File: src/rtl/regfile_sb.sv
// Integer register file with N sync read ports, one write port and pending-write scoreboard.
// Latency: reads return 1 cycle after address; same-edge write bypasses into the read.
// Backpressure: none; decode stalls externally on busy_vec / rd_busy.
//
// Ports:
//   clk, reset        : rising-edge clock, synchronous active-high reset
//   rd_en/rd_addr     : per-port read enable and address (port i at [i*AW +: AW])
//   rd_data/rd_busy   : registered read data and scoreboard flag per port (hold when rd_en=0)
//   wr_en/addr/data   : writeback port, also clears the scoreboard bit
//   sb_set/sb_addr    : issue-time scoreboard set
//   busy_vec          : current scoreboard state straight from the flops
module regfile_sb #(
  parameter int XLEN     = 32,
  parameter int NREGS    = 32,
  parameter int NREAD    = 2,
  parameter int ZERO_REG = 1
) (
  input  logic                             clk,
  input  logic                             reset,
  input  logic [NREAD-1:0]                 rd_en,
  input  logic [NREAD*$clog2(NREGS)-1:0]   rd_addr,
  output logic [NREAD*XLEN-1:0]            rd_data,
  output logic [NREAD-1:0]                 rd_busy,
  input  logic                             wr_en,
  input  logic [$clog2(NREGS)-1:0]         wr_addr,
  input  logic [XLEN-1:0]                  wr_data,
  input  logic                             sb_set,
  input  logic [$clog2(NREGS)-1:0]         sb_addr,
  output logic [NREGS-1:0]                 busy_vec
);

  localparam int AW       = $clog2(NREGS);
  localparam bit HAS_ZERO = (ZERO_REG != 0);

  logic [XLEN-1:0]       mem_q [NREGS];
  logic [NREGS-1:0]      busy_q, busy_d;
  logic [NREAD*XLEN-1:0] rd_data_q, rd_data_d;
  logic [NREAD-1:0]      rd_busy_q, rd_busy_d;
  logic [AW-1:0]         ra;
  logic                  wr_ok;

  // x0 is never written when hardwired, so its storage stays at the reset value.
  assign wr_ok = wr_en && !(HAS_ZERO && (wr_addr == '0));

  // Clear first, then set: a producer issued in the same cycle the old one
  // retires must leave the register pending.
  always_comb begin
    busy_d = busy_q;
    if (wr_en)    busy_d[wr_addr] = 1'b0;
    if (sb_set)   busy_d[sb_addr] = 1'b1;
    if (HAS_ZERO) busy_d[0]       = 1'b0;
  end

  always_comb begin
    rd_data_d = rd_data_q;
    rd_busy_d = rd_busy_q;
    ra        = '0;
    for (int i = 0; i < NREAD; i++) begin
      ra = rd_addr[i*AW +: AW];
      if (rd_en[i]) begin
        if (HAS_ZERO && (ra == '0))
          rd_data_d[i*XLEN +: XLEN] = '0;
        else if (wr_en && (wr_addr == ra))
          rd_data_d[i*XLEN +: XLEN] = wr_data;
        else
          rd_data_d[i*XLEN +: XLEN] = mem_q[ra];
        // Post-edge scoreboard view so a retiring write reads back as not busy.
        rd_busy_d[i] = busy_d[ra];
      end
    end
  end

  always_ff @(posedge clk) begin
    if (reset) begin
      for (int r = 0; r < NREGS; r++) mem_q[r] <= '0;
      busy_q    <= '0;
      rd_data_q <= '0;
      rd_busy_q <= '0;
    end else begin
      if (wr_ok) mem_q[wr_addr] <= wr_data;
      busy_q    <= busy_d;
      rd_data_q <= rd_data_d;
      rd_busy_q <= rd_busy_d;
    end
  end

  assign rd_data  = rd_data_q;
  assign rd_busy  = rd_busy_q;
  assign busy_vec = busy_q;

endmodule

File: config.mk
export PLATFORM = sky130hd
export DESIGN_NAME = regfile_sb
export DESIGN_NICKNAME = d
export VERILOG_FILES = /design/src/rtl/regfile_sb.sv
export SDC_FILE = /design/constraint.sdc
export NUM_CORES = 2
export LEC_CHECK = 0
export BUFFER_PORTS_ARGS = -buffer_cell sky130_fd_sc_hd__buf_2
export CAP_MARGIN = 20
export CORE_UTILIZATION = 45
export DETAILED_ROUTE_END_ITERATION = 8
export SKIP_LAST_GASP = 1
export SLEW_MARGIN = 20
export SYNTH_ARGS = -nofsm -noshare
export SYNTH_HDL_FRONTEND = slang
export SYNTH_SLANG_ARGS = --single-unit
File: constraint.sdc
create_clock -name clk -period 4.8 [get_ports clk]
set_input_delay 0.96 -clock clk [delete_from_list [all_inputs] [get_ports clk]]
set_output_delay 0.96 -clock clk [all_outputs]
set_load 0.02 [all_outputs]
==> flow_metrics.py <==
metrics = {
    "status": {
        "status": "completed",
    },
    "synthesis": {
        "synthAdderAreaFrac_pct": 0,
        "ys.warnings.count": 0,
        "synth_flop_cell": "edfxtp_1",
        "synth_async_sr_flop_share_pct": 0,
        "synth_top_family_by_area": "multiplexers",
        "synthSimpleGateAreaFrac_pct": 12.4,
        "synth_compound_area_share_pct": 2.54,
        "ys_seq_elements": 1121,
        "synth_edf_count": 1024,
        "yosys.cell_types.count": 55,
        "syn_area_per_cell_um2": 15.9,
        "synth_xor_area_share_pct": 0.150,
        "synth_area_um2": 58400,
        "seq_area_frac_synth_pct": 55.9,
        "syn_inst": 3686,
        "synthMuxAreaShare_pct": 26.2,
    },
    "worst_hold_path": {
        "hp-class": "register to register",
        "hold_depth": 1,
    },
    "finish": {
        "layout-drive-gt1-share_pct": 31.9,
        "synthToLayoutAreaGrowth_pct": 13.1,
        "nets": 3816,
    },
    "global_routing": {
        "grt_pass1_vias": 35500,
        "grt_usage_pct": 31.6,
        "grt_max_degree": 73,
        "grt-ovfl-total": 0,
        "grt_pass1_wl_mm": 285,
        "antenna_found_initial": 20,
    },
    "sta": {
        "setup_ws_ps": 1630,
        "max_freq_ghz": 0.315,
        "relSlewSlack_pct": 16.9,
        "final_max_slew_viol_count": 0,
        "finalCritPeriodShare_pct": 66.1,
        "period_needed_ps": 3170,
        "clock_skew_ps": 44.4,
        "finalSetupViolCount": 0,
        "tns_ps": 0,
        "hold_violations": 0,
        "tightest_slew_ps": 1240,
        "hold_ws_ps": 448,
        "rsz0062_at_grt": "no",
    },
    "clock_network": {
        "root_buffer": "clkbuf_16",
        "cts_hold_buf": 0,
        "clock_path_buffers": 3,
        "numCtsBuffers": 120,
        "clkLatencyLatePin_ps": 770,
        "ctsResizeCount": 0,
        "cts_tree": "yes",
        "clk_pin_slew_worst_paths_ps": 60,
        "cts.sinks": 1121,
        "post-cts-setup-buffer-count": 0,
        "cts_max_level": 3,
    },
    "routing": {
        "vias_per_cell": 6.53,
        "ant_nets": 0,
        "drtPass1Iterations": 6,
        "vias": 36500,
        "finalWirelength_mm": 206,
        "first_iter_violations": 6154,
        "wl_per_cell_um": 36.7,
        "drc": 0,
    },
    "critical_path": {
        "cp_data_arrival_time_ps": 3850,
        "ff2ff_path_depth": 5,
        "worst-path-max-fanout": 37,
        "cp-start-kind": "primary input",
        "worstPathRequired_ps": 5480,
        "worst_setup_path_end_kind": "register",
        "crit_type": "primary input to register",
        "r2r_slack_ps": 2550,
    },
    "placement": {
        "place.gp.congestion": 0.842,
        "dp_hpwl_mm": 116,
        "io_buffer_count": 154,
        "pre_cts_ws_ps": 1060,
    },
    "die": {
        "initial_core_util_pct": 45.6,
        "die-area_um2": 131000,
        "ioPinCount": 156,
        "die_height_um": 362,
        "fp-row-count": 131,
        "core-area_um2": 128000,
        "die_x_um": 362,
    },
    "power": {
        "vdd.ir_drop.worst_mv": 0.332,
        "power_uw": 23600,
        "power.leakage_uw": 0.0229,
        "power_density_nw_per_um2": 358,
    },
    "run": {
        "drv_cap": 0,
    },
}
==> layout by cell type, fill, tap and decap left out, types with 31 or more instances in the layout <==
cell       synthesis  routed
nor2_4             0      34
mux2i_1           49      49
edfxtp_1        1024    1024
nand2_1           41      41
o21ai_0          103     103
nor2_1            75      41
or2_2             31      31
buf_4              4     107
clkbuf_1         316      39
conb_1             1      33
clkbuf_16          0     120
a21oi_1           41      41
a21o_1            32      32
dfxtp_1           97      97
buf_12             0      53
and2_1           992     992
buf_2             48     144
mux4_2           649     649
==> cell type report <==
| type | instances | area [um2] |
|---|---|---|
| Fill cell | 10500 | 62100 |
| Sequential cell | 1121 | 32700 |
| Multi-Input combinational cell | 2197 | 24600 |
| Clock buffer | 182 | 3470 |
| Timing Repair Buffer | 312 | 2720 |
| Tap cell | 1729 | 2160 |
| Clock inverter | 47 | 429 |
| Inverter | 6 | 27.5 |
| Antenna cell | 4 | 10.0 |
==> final timing paths <==
check | start | to
worst min register to register | rd_data[20] | rd_data[20]
worst max register to register | mem_q[0][12] | rd_data[12]
worst min-delay path | rd_data[20] | rd_data[20]
worst max-delay path | rd_addr[5] | rd_data[34]
==> cell usage after synthesis (all sizes together), types with 3 or more instances <==
cell type / n / area, um2
or2: 31 / 194
mux4: 649 / 14600
and3: 4 / 25.0
mux2i: 49 / 490
nand2: 41 / 154
o21a: 16 / 120
nand2b: 4 / 25.0
dfxtp: 97 / 1940
nor2: 75 / 282
nor4: 3 / 18.8
nand3b: 12 / 90.1
a21oi: 41 / 205
nor3: 3 / 15.0
o21ai: 105 / 526
edfxtp: 1024 / 30700
a222oi: 18 / 180
o211ai: 3 / 22.5
inv: 4 / 15.0
nor2b: 13 / 81.3
or3b: 6 / 52.6
clkbuf: 316 / 1190
and2: 992 / 6210
xor2: 8 / 70.1
nand3: 11 / 55.1
a21o: 32 / 240
o21bai: 3 / 22.5
buf: 78 / 420
mux2: 18 / 203
==> registers in the layout, summed over array words and instances (netlist names) <==
register and count:
busy_vec 31, rd_data 64, mem_q 1024, rd_busy 2
==> power by group <==
part           internal, uW  switching (uW)
Combinational          1310            1590
Sequential            11200             305
Clock                  5190            4050
==> worst max-delay path, stage by stage <==
cell and delay (ps):
buf_8 410, buf_12 350, xnor2_1 130, nand3_2 340, nor2b_4 1080, a222oi_1 220, nor2_1 150
==> kinds of logic after synthesis <==
group,Yosys count
compound gates,239
xor+xnor,10
buf+inv,400
flops,1121
mux,716
other cells,1
simple gates,1199
==> per-layer routing <==
metal  up-vias  share of wire (%)  GRT usage [%]
met1     19200                 39           44.4
met5         -              0.053          0.407
met3       411                 12           7.06
met4         8                3.7           11.7
met2      2488                 46           48.1
li1      14400                  -              -
==> metrics by stage <==
step           area, um2  cells  utilization (%)
5_1_grt            66100   5595             51.5
3_5_place_dp       62200   5365             48.5
2_1_floorplan      58600   3718                -
4_1_cts            66100   5594             51.5
3_3_place_gp       62100   5363             48.5
6_report           66100   5598             51.6
No activity file was read; power rests on OpenSTA's default activity.
